**src/rtl/spi_slave_byte_if.sv**
```systemverilog
// SPI mode-3 responder: oversampled SCLK/CSn/MOSI, 8-bit MSB-first frames, 1-deep tx holding buffer.
// Latency: MISO updates / rx_valid_o pulses a few clk_i cycles after the sync chain sees the SCLK edge.
// Backpressure: tx side is valid/ready into the holding buffer; rx side has none (strobe only).
module spi_slave_byte_if #(
    parameter int         SYNC_STAGES = 2,
    parameter logic [7:0] DEFAULT_TX  = 8'hFF
) (
    input  logic       clk_i,
    input  logic       rstn_i,
    input  logic       spi_sclk_i,
    input  logic       spi_csn_i,
    input  logic       spi_mosi_i,
    output logic       spi_miso_o,
    output logic       spi_miso_oe_o,
    input  logic [7:0] tx_byte_i,
    input  logic       tx_valid_i,
    output logic       tx_ready_o,
    output logic [7:0] rx_byte_o,
    output logic       rx_valid_o,
    output logic       tx_underrun_o,
    output logic       busy_o
);

    typedef enum logic {
        IDLE,
        SHIFT
    } state_t;

    state_t                 state;
    logic [SYNC_STAGES-1:0] sclk_sync;
    logic [SYNC_STAGES-1:0] csn_sync;
    logic [SYNC_STAGES-1:0] mosi_sync;
    logic                   sclk_d;
    logic                   csn_d;
    logic [2:0]             bit_cnt;
    logic [6:0]             rx_sr;
    logic [7:0]             tx_sr;
    logic [7:0]             hold;
    logic                   hold_full;

    logic sclk_s, csn_s, mosi_s;
    logic sclk_rise, sclk_fall, csn_rise, csn_fall;
    logic byte_done, load_pt, accept;

    assign sclk_s = sclk_sync[SYNC_STAGES-1];
    assign csn_s  = csn_sync[SYNC_STAGES-1];
    assign mosi_s = mosi_sync[SYNC_STAGES-1];

    assign sclk_rise = ~sclk_d & sclk_s;
    assign sclk_fall = sclk_d & ~sclk_s;
    assign csn_rise  = ~csn_d & csn_s;
    assign csn_fall  = csn_d & ~csn_s;

    // The 8th rise of a byte both completes rx and reloads tx for the next byte.
    assign byte_done = (state == SHIFT) && sclk_rise && (bit_cnt == 3'd7);
    assign load_pt   = ((state == IDLE) && csn_fall) || byte_done;

    assign tx_ready_o = ~hold_full;
    assign accept     = tx_valid_i & tx_ready_o;

    // Input synchronisers, reset to the bus idle levels so reset never fakes an edge.
    always_ff @(posedge clk_i or negedge rstn_i) begin
        if (!rstn_i) begin
            sclk_sync <= '1;
            csn_sync  <= '1;
            mosi_sync <= '0;
            sclk_d    <= 1'b1;
            csn_d     <= 1'b1;
        end else begin
            if (SYNC_STAGES > 1) begin
                sclk_sync <= {sclk_sync[SYNC_STAGES-2:0], spi_sclk_i};
                csn_sync  <= {csn_sync[SYNC_STAGES-2:0],  spi_csn_i};
                mosi_sync <= {mosi_sync[SYNC_STAGES-2:0], spi_mosi_i};
            end else begin
                sclk_sync <= spi_sclk_i;
                csn_sync  <= spi_csn_i;
                mosi_sync <= spi_mosi_i;
            end
            sclk_d <= sclk_s;
            csn_d  <= csn_s;
        end
    end

    // Tx path: holding buffer fill, shift register reload at load points, shift on SCLK fall.
    always_ff @(posedge clk_i or negedge rstn_i) begin
        if (!rstn_i) begin
            tx_sr         <= '0;
            hold          <= '0;
            hold_full     <= 1'b0;
            tx_underrun_o <= 1'b0;
        end else begin
            tx_underrun_o <= 1'b0;
            if (load_pt) begin
                if (hold_full) begin
                    tx_sr     <= hold;
                    hold_full <= 1'b0;
                end else begin
                    tx_sr         <= DEFAULT_TX;
                    tx_underrun_o <= 1'b1;
                end
            end else if ((state == SHIFT) && sclk_fall) begin
                tx_sr <= {tx_sr[6:0], 1'b0};
            end
            // Accept only happens with the buffer empty, so it never collides with a hold->tx_sr move.
            if (accept) begin
                hold      <= tx_byte_i;
                hold_full <= 1'b1;
            end
        end
    end

    // Frame FSM: selection tracking, bit counting, rx assembly and MISO drive.
    always_ff @(posedge clk_i or negedge rstn_i) begin
        if (!rstn_i) begin
            state         <= IDLE;
            bit_cnt       <= '0;
            rx_sr         <= '0;
            rx_byte_o     <= '0;
            rx_valid_o    <= 1'b0;
            spi_miso_o    <= 1'b0;
            spi_miso_oe_o <= 1'b0;
            busy_o        <= 1'b0;
        end else begin
            rx_valid_o <= 1'b0;
            case (state)
                IDLE: begin
                    if (csn_fall) begin
                        state         <= SHIFT;
                        bit_cnt       <= '0;
                        spi_miso_oe_o <= 1'b1;
                        busy_o        <= 1'b1;
                    end
                end
                SHIFT: begin
                    if (sclk_fall) begin
                        spi_miso_o <= tx_sr[7];
                    end
                    if (sclk_rise) begin
                        rx_sr <= {rx_sr[5:0], mosi_s};
                        if (bit_cnt == 3'd7) begin
                            rx_byte_o  <= {rx_sr, mosi_s};
                            rx_valid_o <= 1'b1;
                            bit_cnt    <= '0;
                        end else begin
                            bit_cnt <= bit_cnt + 3'd1;
                        end
                    end
                    // Deselect wins over the counter but not over a byte completing this cycle.
                    if (csn_rise) begin
                        state         <= IDLE;
                        bit_cnt       <= '0;
                        spi_miso_oe_o <= 1'b0;
                        busy_o        <= 1'b0;
                    end
                end
                default: state <= IDLE;
            endcase
        end
    end

endmodule

```
**config.mk**
```make
export PLATFORM = sky130hd
export DESIGN_NAME = spi_slave_byte_if
export DESIGN_NICKNAME = d
export VERILOG_FILES = /design/src/rtl/spi_slave_byte_if.sv
export SDC_FILE = /design/constraint.sdc
export NUM_CORES = 1
export LEC_CHECK = 0
export ABC_AREA = 1
export BUFFER_PORTS_ARGS = -buffer_cell sky130_fd_sc_hd__buf_4
export CAP_MARGIN = 10
export CORE_AREA = 2 2 61 63
export CTS_CLUSTER_SIZE = 16
export DETAILED_ROUTE_END_ITERATION = 12
export DIE_AREA = 0 0 63 65
export PLACE_DENSITY_LB_ADDON = 0.12
export SKIP_LAST_GASP = 1
export SYNTH_ARGS = -nofsm -noshare
export SYNTH_HDL_FRONTEND = slang
export SYNTH_SLANG_ARGS = --single-unit
```
**constraint.sdc**
```tcl
create_clock -name clk_i -period 4.1 [get_ports clk_i]
set_input_delay 0 -clock clk_i [delete_from_list [all_inputs] [get_ports clk_i]]
set_output_delay 0 -clock clk_i [all_outputs]
set_load 0.005 [all_outputs]
```
======== Word level (Yosys, flattened, before mapping) ========
Cells that the tools add are included.
storage, ports and cells
  word-level logic and storage cells ...... 65
  output and inout port bits .............. 14
  input port bits ......................... 14
  flip-flop bits (word level) ............. 48
operators by class
  reduce and logical (&&, ||, !) cells .... 12
  mux-type cells .......................... 21
  bitwise gates (word level) .............. 11
  eq/ne operators ......................... 4
  add/sub/neg operators ................... 1
operators with widths
  operator             number
  $mux 8               3
  $mux 3               4
  $mux 1               11
  $reduce_and 2->1     4
  $not 1->1            6
  $pmux 3 s2           1
  $and 1x1->1          5
  $logic_and 1x1->1    4
  $pmux 1 s2           2
  $reduce_bool 2->1    2
  $add 3x1->3 const B  1
  $eq 3x3->1 const B   1
  $ne 3x1->1 const B   1
  $reduce_and 3->1     1
  $ne 2x1->1 const B   1
  $ne 2x2->1 const B   1
  $logic_or 1x1->1     1

======== Logic depth before layout (Yosys ltp) ========
Gate-level depths: netlist of the first run.
  depth after elaboration ................. 7
  gate-level depth with buffers ........... 6

======== Worst setup path before layout of the first run ========
Ideal clock, no wire load.
  path type ............................... register to register
  start point ............................. register bit_cnt[0]
  end point ............................... register tx_sr[0]
  stages on the path, launching flop included .. 7
  data required time ...................... 3.977 ns
  setup slack ............................. 2.808 ns
  library setup time ...................... 0.123 ns
  arrival ................................. 1.169 ns
  path buffers ............................ 0
  cells stage by stage .................... dfrtp_1 -> ha_1 -> ha_1 -> nand4_4 -> nand2_2 -> o21ai_0 -> nand2_1
between the ends
  word-level cells in the longest chain between the ends .. 4
  elaborated cells between the ends (all ways) .. 5
ends and longest elaborated chain
  item                                         RTL line  RTL
  from (decl)                                  35        logic [2:0] bit_cnt;
  from (signal assigned)                       145       bit_cnt <= bit_cnt + 3'd1;
  $eq 3x3->1 *                                 55        assign byte_done = (state == SHIFT) && sclk_rise && (bit_cnt == 3'd7);
  $logic_and 1x1->1 *                          55
  $logic_or 1x1->1 *                           56        assign load_pt = ((state == IDLE) && csn_fall) || byte_done;
  $mux 8 or $reduce_bool 2->1 (tied branches)  --
  to (signal assigned)                         95        tx_sr <= hold;
  to (signal assigned)                         102       tx_sr <= {tx_sr[6:0], 1'b0};
  to (decl)                                    37        logic [7:0] tx_sr;
Every way passes the cells marked *; elsewhere a longest branch is shown, timed or not.
A chain may end at the register's enable or synchronous reset.

======== Final worst setup path of the first run ========
  start point ............................. register hold_full
  end point ............................... register hold[6]
between the ends
  word-level cells in the longest chain between the ends .. 2
ends and longest elaborated chain
  item                    RTL line  RTL
  from (decl)             39        logic hold_full;
  from (signal assigned)  89        hold_full <= 1'b0;
  from (signal assigned)  96        hold_full <= 1'b0;
  from (signal assigned)  107       hold_full <= 1'b1;
  $not 1->1               58        assign tx_ready_o = ~hold_full;
  $and 1x1->1             59        assign accept = tx_valid_i & tx_ready_o;
  to (signal assigned)    106       hold <= tx_byte_i;
  to (decl)               38        logic [7:0] hold;
No other way between the ends.

==> results of run 1 <==
## final cells by class
type	count	share of cell area
sequential	48	0.503
multi-input combinational	108	0.277
timing repair buffer	42	0.147
tap	48	0.0250
clock buffer	8	0.0245
inverter	15	0.0234
## per-layer routing
metal	global-route usage	share of wire
met1	0.218	0.44
met2	0.316	0.51
met3	0.0556	0.035
met4	0.0694	0.013
met5	0	0
## cells in the mapped netlist (3+ instances only)
master / n / area, um2
sky130_fd_sc_hd__inv_1: 12 / 45.0
sky130_fd_sc_hd__o21ai_2: 14 / 123
sky130_fd_sc_hd__inv_2: 3 / 11.3
sky130_fd_sc_hd__nand3_1: 11 / 55.1
sky130_fd_sc_hd__buf_6: 5 / 56.3
sky130_fd_sc_hd__nor2_1: 4 / 15.0
sky130_fd_sc_hd__dfstp_2: 6 / 158
sky130_fd_sc_hd__o21ai_0: 3 / 15.0
sky130_fd_sc_hd__mux2_2: 7 / 78.8
sky130_fd_sc_hd__dfrtp_1: 42 / 1050
sky130_fd_sc_hd__or2_2: 6 / 37.5
sky130_fd_sc_hd__nand4_1: 11 / 68.8
sky130_fd_sc_hd__nand2_1: 42 / 158
## how the worst min path moves through the flow
stage           start          to  slack (ps)  cells after the start
2_1_floorplan  rstn_i  bit_cnt[0]        -300                      0
3_3_place_gp   rstn_i       state          40                      1
3_5_place_dp   rstn_i       state          40                      1
4_1_cts        rstn_i    tx_sr[3]         190                      2
5_1_grt        rstn_i    tx_sr[2]         220                      2
6_report       rstn_i  spi_miso_o         180                      2
## flip-flops by register name, indices dropped and copies added (netlist names), 2 cells and up
name	flops
hold	8
rx_byte_o	8
tx_sr	8
rx_sr	7
bit_cnt	3
csn_sync	2
mosi_sync	2
sclk_sync	2
## worst register-to-register path: stages, from the launching register on
cell and delay, ps:
sky130_fd_sc_hd__dfrtp_1 440, sky130_fd_sc_hd__inv_2 150, sky130_fd_sc_hd__nand2_4 120, sky130_fd_sc_hd__nor2_1 100
sky130_fd_sc_hd__dlygate4sd3_1 550, sky130_fd_sc_hd__a21oi_1 40, sky130_fd_sc_hd__dlygate4sd3_1 550
## cell families after synthesis
logic type / count (synthesis) / share of synthesized area
compound gates: 19 / 0.0759
flops: 48 / 0.606
fa+ha+maj: 2 / 0.0125
simple gates: 80 / 0.206
mux: 7 / 0.0395
buf+inv: 21 / 0.0602
## power groups by stage
stage / clock network (mW) / registers (mW) / logic, mW
3_3_place_gp: 0 / 0.684 / 0.299
4_1_cts: 0.230 / 0.682 / 0.330
2_1_floorplan: 0 / 0.668 / 0.244
5_1_grt: 0.253 / 0.697 / 0.369
6_report: 0.220 / 0.681 / 0.324
3_5_place_dp: 0 / 0.691 / 0.310
## timing repair
action                                 in CTS  in global routing
setup buffers                               0                  0
endpoints found under the hold margin      54                  0
hold buffers                               15                  0
setup endpoints to repair                   0                  0
## stage by stage
stage	cell area, um2	worst slack, ps
floorplan	1990	2810
global placement	2190	2500
detailed placement	2190	2420
CTS	2400	2050
global route	2400	1930
finish	2400	2050
==> impl_metrics.toml, run 1 <==
[route]
detail-route-antenna-nets = 0
drt-pass1-iter-count = 4
post_dr_vias_cell = 5.00
drt_wl_total_mm = 3.24
wl_per_cell_um = 12.0
drc = 0
detailedRoute.firstIterationViolations = 49
num_vias = 1346

[sta]
worst_clock_skew_ps = 5.53
setup_viol_count_final = 0
final-max-slew-violation-count = 0
final.min_clock_period_ps = 2050
fin_tns_setup_ps = 0
whs_ps = 177
grt_setup_unrepaired = "false"
final.period_utilization = 0.499
max_freq_mhz = 488
tightest_slew_ps = 579
maxSlewHeadroom = 0.614
final_hold_violating_endpoints = 0

[cells_and_area]
n_antenna_cell = 0
finish.utilization = 0.687
most-common-layout-cells = "42 x sky130_fd_sc_hd__nand2_1, 42 x sky130_fd_sc_hd__dfrtp_1, 27 x sky130_fd_sc_hd__buf_4"
num-nets-final = 236
num-fill-cells = 271
share_of_layout_cells_above_drive_strength_1 = 0.344
multi_input_area_um2 = 666
area_delta_synth_final_pct = 20.5
layout.area.seq_um2 = 1210
layout.cells.non_filler = 269

[floorplanning]
initial_utilization = 0.571
die_boundary_width_um = 63
floorplan.die.height_um = 65
core_area_um2 = 3500
floorplan.die_area_um2 = 4100
ioPinCount = 28
row_count = 22

[power]
power_leakage_nw = 1.18
power.share.sequential = 0.556
ir_worst_vdd_mv = 0.260
cellInternalPower_mw = 0.857
power.share.clock = 0.180
netSwitchingFraction = 0.301
power.total_mw = 1.22
power.density_cell_area_nw_per_um2 = 510
combinationalPowerShare = 0.264
power.switching_mw = 0.368

[setup_path]
path_delay_family = "buffers and inverters"
slowest_stage_delay_on_critical_path_ps = 550
crit_path_frequent_cell = "sky130_fd_sc_hd__dlygate4sd3_1"
crit_path_end = "hold[6]"
slowest_stage = "sky130_fd_sc_hd__dlygate4sd3_1"
depth_of_the_critical_timing_path_with_buffers_and_inverters_included = 6
reg2reg_slack_ps = 2050
worst-r2r-cell-count = 6
r2r_end = "hold[6]"
crit_path_start = "hold_full"
cell_chain_of_the_critical_path = "inv_2 > nand2_4 > nor2_1 > dlygate4sd3_1 > a21oi_1 > dlygate4sd3_1"
timing.critical_path.required_ps = 4340
crit_buf_inv = 3
critical_path_peak_fanout = 10
path_class = "reg2reg"
worst_setup_path_start_kind = "register"
worst_ep_arrival_time_ps = 2290
timing.rr.start = "hold_full"
crit_path_end_kind = "register"

[yosys]
synth_ff_type = "sky130_fd_sc_hd__dfrtp_1"
postSynthNetCount = 193
asyncSetResetFlopFracSynth = 1.00
synth_cells = 177
avgSynthCellArea_um2 = 11.3
synth.lib_cells_used.distinct = 22
ys_warn_count = 0
synth.yosys.seq_area_share = 0.606
synth_edf_count = 0
post_synth_instance_area_um2 = 1990
yosys_register_bits = 48

[grt]
total_routing_usage_reported_by_global_routing = 0.184
first_global_vias = 1364
grt_start_max_net_pins = 49
grt_pass1_wl_mm = 5.80
grt.overflow.total = 0
grt_antenna_before_repair = 0

[clock_network]
cts.reportedPaths.clkPinSlew_ps = 130
cts_max_level = 2
cts_tree = "built"
ctsRootBufferMaster = "sky130_fd_sc_hd__clkbuf_4"
numClockSinks = 48
max-clock-path-buffers = 2
post_cts_resized = 0
worst_skew_pair.late_latency_ps = 350
cts_inserted_buffers = 5

[min_path]
min_path_type = "in2async"

[placed_design]
port_buffers = 27
dp_cells = 246
dpl.hpwl_mm = 2.20
placer_s_final_routability_congestion_estimate = 0.801

[flow_run]
maxCapViolations = 0

[outcome]
run_status = "completed"
(Power assumes the default switching activity.)
==> inputs of run 2 (changes only) <==
--- a/config.mk
+++ b/config.mk
@@ -5,13 +5,13 @@
 export SDC_FILE = /design/constraint.sdc
 export NUM_CORES = 1
 export LEC_CHECK = 0
-export ABC_AREA = 1
+export ABC_AREA = 0
 export BUFFER_PORTS_ARGS = -buffer_cell sky130_fd_sc_hd__buf_4
 export CAP_MARGIN = 10
-export CORE_AREA = 2 2 61 63
+export CORE_AREA = 2 2 63 65
 export CTS_CLUSTER_SIZE = 16
 export DETAILED_ROUTE_END_ITERATION = 12
-export DIE_AREA = 0 0 63 65
+export DIE_AREA = 0 0 65 67
 export PLACE_DENSITY_LB_ADDON = 0.12
 export SKIP_LAST_GASP = 1
 export SYNTH_ARGS = -nofsm -noshare
==> constraint.sdc (replaced) <==
create_clock -name clk_i -period 1.9 [get_ports clk_i]
set_input_delay 0 -clock clk_i [delete_from_list [all_inputs] [get_ports clk_i]]
set_output_delay 0 -clock clk_i [all_outputs]
set_load 0.005 [all_outputs]
==> run 2 against run 1 <==
Net effect: worst hold slack improved by 71 ps; critical path type unchanged; largest power group unchanged; cell area up 0.26%; sequential share of layout area decreased by 0.13 points; sequential cell count is the same; sequential power is 110% higher.
==> impl_metrics.toml, run 2 <==
[outcome]
run_status = "completed"

[placed_design]
dpl.hpwl_mm = 2.16
port_buffers = 27
placer_s_final_routability_congestion_estimate = 0.764
place_area_um2 = 2160
dp_cells = 228

[clock_network]
cts.reportedPaths.clkPinSlew_ps = 80
numClockSinks = 48
cts_tree = "built"
worst_skew_pair.late_latency_ps = 290
max-clock-path-buffers = 2
cts_inserted_buffers = 5
ctsRootBufferMaster = "sky130_fd_sc_hd__clkbuf_8"
cts_max_level = 2
post_cts.repair.setup_buffers = 0

[yosys]
avgSynthCellArea_um2 = 12.1
synth_area_leader_cell = "sky130_fd_sc_hd__dfrtp_1"
synth_edf_count = 0
postSynthNetCount = 174
netlist_top_cells_count = "42 x sky130_fd_sc_hd__dfrtp_1, 35 x sky130_fd_sc_hd__nand2_1, 16 x sky130_fd_sc_hd__mux2_2, 6 x sky130_fd_sc_hd__dfstp_2, 6 x sky130_fd_sc_hd__nor2_1"
most_used_standard_cell_by_instance_count_after_synthesis = "sky130_fd_sc_hd__dfrtp_1"
post_synth_instance_area_um2 = 1920
yosys.area.top_type_share = 0.549
synth_ff_type = "sky130_fd_sc_hd__dfrtp_1"
synth.yosys.seq_area_share = 0.631
synth_cells = 158
ys_warn_count = 0
asyncSetResetFlopFracSynth = 1.00
post_synth_main_area_contributors = "sky130_fd_sc_hd__dfrtp_1 55%, sky130_fd_sc_hd__mux2_2 9.4%, sky130_fd_sc_hd__dfstp_2 8.2%"
synth.lib_cells_used.distinct = 29
yosys_register_bits = 48

[route]
highest-signal-layer = "met4"
drt_wl_total_mm = 3.13
wl_met2_mm = 1.49
detailedRoute.firstIterationViolations = 80
detail-route-antenna-nets = 0
wl_per_cell_um = 12.6
met3_length_um = 137
num_vias = 1266
drc = 0
drt-pass1-iter-count = 4
route.layer.met1.wl_mm = 1.46
post_dr_vias_cell = 5.10

[cells_and_area]
layout_top_registers = "hold (8), rx_byte_o (8), tx_sr (8)"
num-fill-cells = 265
n_antenna_cell = 0
layout.cells.most_common = "sky130_fd_sc_hd__dfrtp_1"
final_area_um2 = 2410
layout.cells.non_filler = 248
area_delta_synth_final_pct = 25.7
share_of_layout_cells_above_drive_strength_1 = 0.310
num-nets-final = 215
most-common-layout-cells = "42 x sky130_fd_sc_hd__dfrtp_1, 35 x sky130_fd_sc_hd__nand2_1, 30 x sky130_fd_sc_hd__buf_4"

[sta]
grt_setup_unrepaired = "false"
worst_clock_skew_ps = 6.02
final_hold_violating_endpoints = 0
maxSlewHeadroom = 0.623
final-max-slew-violation-count = 0
tightest_slew_ps = 565
final.min_clock_period_ps = 1690
final.period_utilization = 0.887
setup_viol_count_final = 0
fin_tns_setup_ps = 0
max_freq_mhz = 593

[setup_path]
slowest_stage = "sky130_fd_sc_hd__dfrtp_1"
worst_ep_arrival_time_ps = 1870
worst_setup_path_start_kind = "register"
crit_path_frequent_cell = "sky130_fd_sc_hd__ha_1"
critical_path_peak_fanout = 9
slowest_stage_delay_on_critical_path_ps = 420
timing.critical_path.required_ps = 2080
path_class = "reg2reg"
cell_chain_of_the_critical_path = "ha_1 > ha_1 > nand4b_2 > buf_4 > mux2_2"
crit_path_end_kind = "register"

[floorplanning]
floorplan.die.height_um = 67
initial_utilization = 0.531
core_area_um2 = 3610
die_boundary_width_um = 65
ioPinCount = 28
floorplan.die_area_um2 = 4360
row_count = 22

[power]
power_leakage_nw = 1.20
ir_worst_vdd_mv = 0.635
power.total_mw = 2.71
power.density_cell_area_nw_per_um2 = 1130

[min_path]
min_path_type = "in2async"

[grt]
grt_start_max_net_pins = 49
grt_antenna_before_repair = 0
grt_pass1_wl_mm = 5.44
first_global_vias = 1248
grt.overflow.total = 0
total_routing_usage_reported_by_global_routing = 0.168

[flow_run]
maxCapViolations = 0
==> run 2: kinds of logic (layout without fill, tap and decap cells) <==
family	Yosys count	count (layout)	synth area share
AOI/OAI and AO/OA	14	14	0.0536
adders and majority gates	2	2	0.0131
buffers and inverters	10	52	0.0242
DFF	48	48	0.631
muxes	17	17	0.0993
and+or+nand+nor	67	67	0.179
==> run 2: critical path, delay by kind of cell, from the launching register on <==
family / cells / cell delay [ps]
flops: 1 / 420
fa+ha+maj: 2 / 410
mux: 1 / 340
buf+inv: 1 / 210
simple gates: 1 / 190
==> run 2: repair_timing <==
item,4_1_cts,5_1_grt
endpoints found under the hold margin,53,0
resized for setup,0,0
endpoints found under the setup margin,0,0
hold buffers,12,0
==> run 2: worst paths after layout <==
path / depth (start not counted) / startpoint / slack, ps / end
worst max-delay path: 5 / bit_cnt[0] / 210 / rx_byte_o[4]
worst min-delay path: 2 / rstn_i / 250 / rx_sr[4]
worst max register to register: 5 / bit_cnt[0] / 210 / rx_byte_o[4]
worst min register to register: 0 / csn_sync[0] / 360 / csn_sync[1]
max in group asynchronous: 2 / rstn_i / 1270 / csn_sync[0]
min in group clk_i: 3 / tx_valid_i / 260 / hold[5]
==> run 2: cell type report <==
type                       instances  area, um2  area share
multi-input combinational        100        661       0.274
clock inverter                     1       30.0      0.0125
clock buffer                       7       96.3      0.0400
timing repair buffer              42        345       0.143
inverter                           2       7.51     0.00312
tap                               48       60.1      0.0249
sequential                        48       1210       0.502
==> run 2: metrics by stage <==
stage | hold WS (ps) | utilization | setup WS [ps]
finish | 247 | 0.668 | 214
global route | 263 | 0.668 | 132
CTS | 255 | 0.668 | 204
floorplan | -296 | - | 294
detailed placement | 40.6 | 0.600 | 212
global placement | 30.6 | 0.600 | 271
==> run 2: layer usage <==
layer | global-route usage | up-vias
met1 | 0.211 | 617
met2 | 0.269 | 31
li1 | - | 613
met4 | 0.0878 | 0
met5 | 0 | -
met3 | 0.0422 | 5
==> run 2: power by group <==
group	leakage (nW)	internal (mW)	total, mW	switching (mW)
sequential	0.598	1.27	1.42	0.154
combinational	0.539	0.297	0.513	0.216
clock	0.0645	0.464	0.774	0.311
==> inputs of run 3 (changes only) <==
--- a/config.mk
+++ b/config.mk
@@ -8,10 +8,11 @@
 export ABC_AREA = 0
 export BUFFER_PORTS_ARGS = -buffer_cell sky130_fd_sc_hd__buf_4
 export CAP_MARGIN = 10
-export CORE_AREA = 2 2 63 65
+export CORE_AREA = 2 2 60 62
+export CTS_CLUSTER_DIAMETER = 60
 export CTS_CLUSTER_SIZE = 16
 export DETAILED_ROUTE_END_ITERATION = 12
-export DIE_AREA = 0 0 65 67
+export DIE_AREA = 0 0 62 64
 export PLACE_DENSITY_LB_ADDON = 0.12
 export SKIP_LAST_GASP = 1
 export SYNTH_ARGS = -nofsm -noshare
==> constraint.sdc (replaced) <==
create_clock -name clk_i -period 2.19 [get_ports clk_i]
set_input_delay 0 -clock clk_i [delete_from_list [all_inputs] [get_ports clk_i]]
set_output_delay 0 -clock clk_i [all_outputs]
set_load 0.005 [all_outputs]
==> run 3 against run 2 <==
Net effect: largest power group unchanged; routed wire length up 6.4%; critical path type unchanged; clock skew up 2.8 ps; fmax down 5.6%; cell area down 3.5%; worst setup slack better by 190 ps; sequential power down 13%; power down 23%.
==> impl_metrics.toml, run 3 (same netlist as run 2, synthesis figures left out) <==
[flow_run]
maxCapViolations = 0

[sta]
final-max-slew-violation-count = 0
worst_clock_skew_ps = 8.86
final_hold_violating_endpoints = 0
final.min_clock_period_ps = 1780
max_freq_mhz = 560
setup_viol_count_final = 0
grt_setup_unrepaired = "false"
tightest_slew_ps = 705
final.period_utilization = 0.815
maxSlewHeadroom = 0.529
whs_ps = 174
fin_tns_setup_ps = 0

[cells_and_area]
share_of_layout_cells_above_drive_strength_1 = 0.293
most-common-layout-cells = "42 x sky130_fd_sc_hd__dfrtp_1, 35 x sky130_fd_sc_hd__nand2_1, 28 x sky130_fd_sc_hd__buf_4"
num-nets-final = 213
final_area_um2 = 2320
layout.cells.non_filler = 244
layout_top_registers = "hold (8), rx_byte_o (8), tx_sr (8)"
n_antenna_cell = 0
layout.cells.most_common = "sky130_fd_sc_hd__dfrtp_1"
area_delta_synth_final_pct = 21.3

[setup_path]
worst_setup_path_start_kind = "register"
worst_ep_arrival_time_ps = 2030
cell_chain_of_the_critical_path = "ha_1 > ha_1 > nand4b_2 > and3_4 > a221o_1"
slowest_stage = "sky130_fd_sc_hd__dfrtp_1"
depth_of_the_critical_timing_path_with_buffers_and_inverters_included = 5
timing.critical_path.required_ps = 2440
crit_buf_inv = 0
worst-r2r-cell-count = 5
reg2reg_slack_ps = 410
crit_path_end_kind = "register"
path_class = "reg2reg"
crit_path_frequent_cell = "sky130_fd_sc_hd__ha_1"
r2r_end = "tx_sr[2]"
path_delay_family = "simple AND/OR/NAND/NOR gates"
critical_path_peak_fanout = 11
slowest_stage_delay_on_critical_path_ps = 410
timing.rr.start = "bit_cnt[0]"

[floorplanning]
die_boundary_width_um = 62
floorplan.die_area_um2 = 3970
core_area_um2 = 3280
row_count = 21
floorplan.die.height_um = 64
ioPinCount = 28
initial_utilization = 0.583

[route]
highest-signal-layer = "met4"
drt-pass1-iter-count = 4
num_vias = 1280
drt_wl_total_mm = 3.33
met3_length_um = 162
post_dr_vias_cell = 5.25
detailedRoute.firstIterationViolations = 58
wl_per_cell_um = 13.7
wl_met2_mm = 1.62
route.layer.met1.wl_mm = 1.50
drc = 0
detail-route-antenna-nets = 0

[grt]
grt_start_max_net_pins = 49
total_routing_usage_reported_by_global_routing = 0.196
grt_antenna_before_repair = 0
first_global_vias = 1312
grt.overflow.total = 0
grt_pass1_wl_mm = 5.73

[outcome]
run_status = "completed"

[clock_network]
ctsRootBufferMaster = "sky130_fd_sc_hd__clkbuf_4"
worst_skew_pair.late_latency_ps = 350
cts.reportedPaths.clkPinSlew_ps = 120
cts_inserted_buffers = 5
post_cts.repair.setup_buffers = 0
max-clock-path-buffers = 2
numClockSinks = 48
cts_max_level = 2
cts_tree = "built"
post_cts_resized = 0

[placed_design]
dp_cells = 224
port_buffers = 27
placer_s_final_routability_congestion_estimate = 0.788
place_area_um2 = 2140
dpl.hpwl_mm = 2.29

[power]
power.density_cell_area_nw_per_um2 = 901
power_leakage_nw = 1.16
ir_worst_vdd_mv = 0.645

[min_path]
min_path_type = "in2async"
run 3: how the worst max path moves through the flow:
stage / start / endpoint / slack [ps]
floorplan: csn_d / tx_sr[1] / 580
global placement: bit_cnt[0] / tx_sr[2] / 500
detailed placement: bit_cnt[0] / tx_sr[2] / 400
CTS: bit_cnt[0] / tx_sr[2] / 390
global route: bit_cnt[0] / tx_sr[3] / 260
finish: bit_cnt[0] / tx_sr[2] / 410
run 3: per-stage QoR:
stage | power, mW | util | worst slack, ps
5_1_grt | 2.23 | 0.707 | 261
4_1_cts | 2.11 | 0.707 | 386
2_1_floorplan | 1.52 | - | 584
3_5_place_dp | 1.69 | 0.653 | 405
3_3_place_gp | 1.65 | 0.653 | 497
6_report | 2.09 | 0.707 | 405
run 3: timing repair:
action	CTS	global route
setup endpoints to repair	0	0
hold buffers	12	0
hold endpoints to repair	53	0
run 3: layer usage:
layer / vias up / track usage
met5: - / 0
met4: 0 / 0.0612
met3: 6 / 0.0688
met2: 34 / 0.296
met1: 628 / 0.264
li1: 612 / -
run 3: where the power goes:
| group | switching [mW] | internal [mW] | total [mW] |
|---|---|---|---|
| registers | 0.144 | 1.10 | 1.24 |
| clock network | 0.250 | 0.159 | 0.409 |
| logic | 0.192 | 0.250 | 0.441 |
run 3: area by class of cell:
| class | count | area, um2 |
|---|---|---|
| Clock buffer | 8 | 58.8 |
| Fill cell | 243 | 961 |
| Inverter | 2 | 7.51 |
| Multi-Input combinational cell | 100 | 661 |
| Sequential cell | 48 | 1210 |
| Tap cell | 46 | 57.6 |
| Timing Repair Buffer | 40 | 330 |
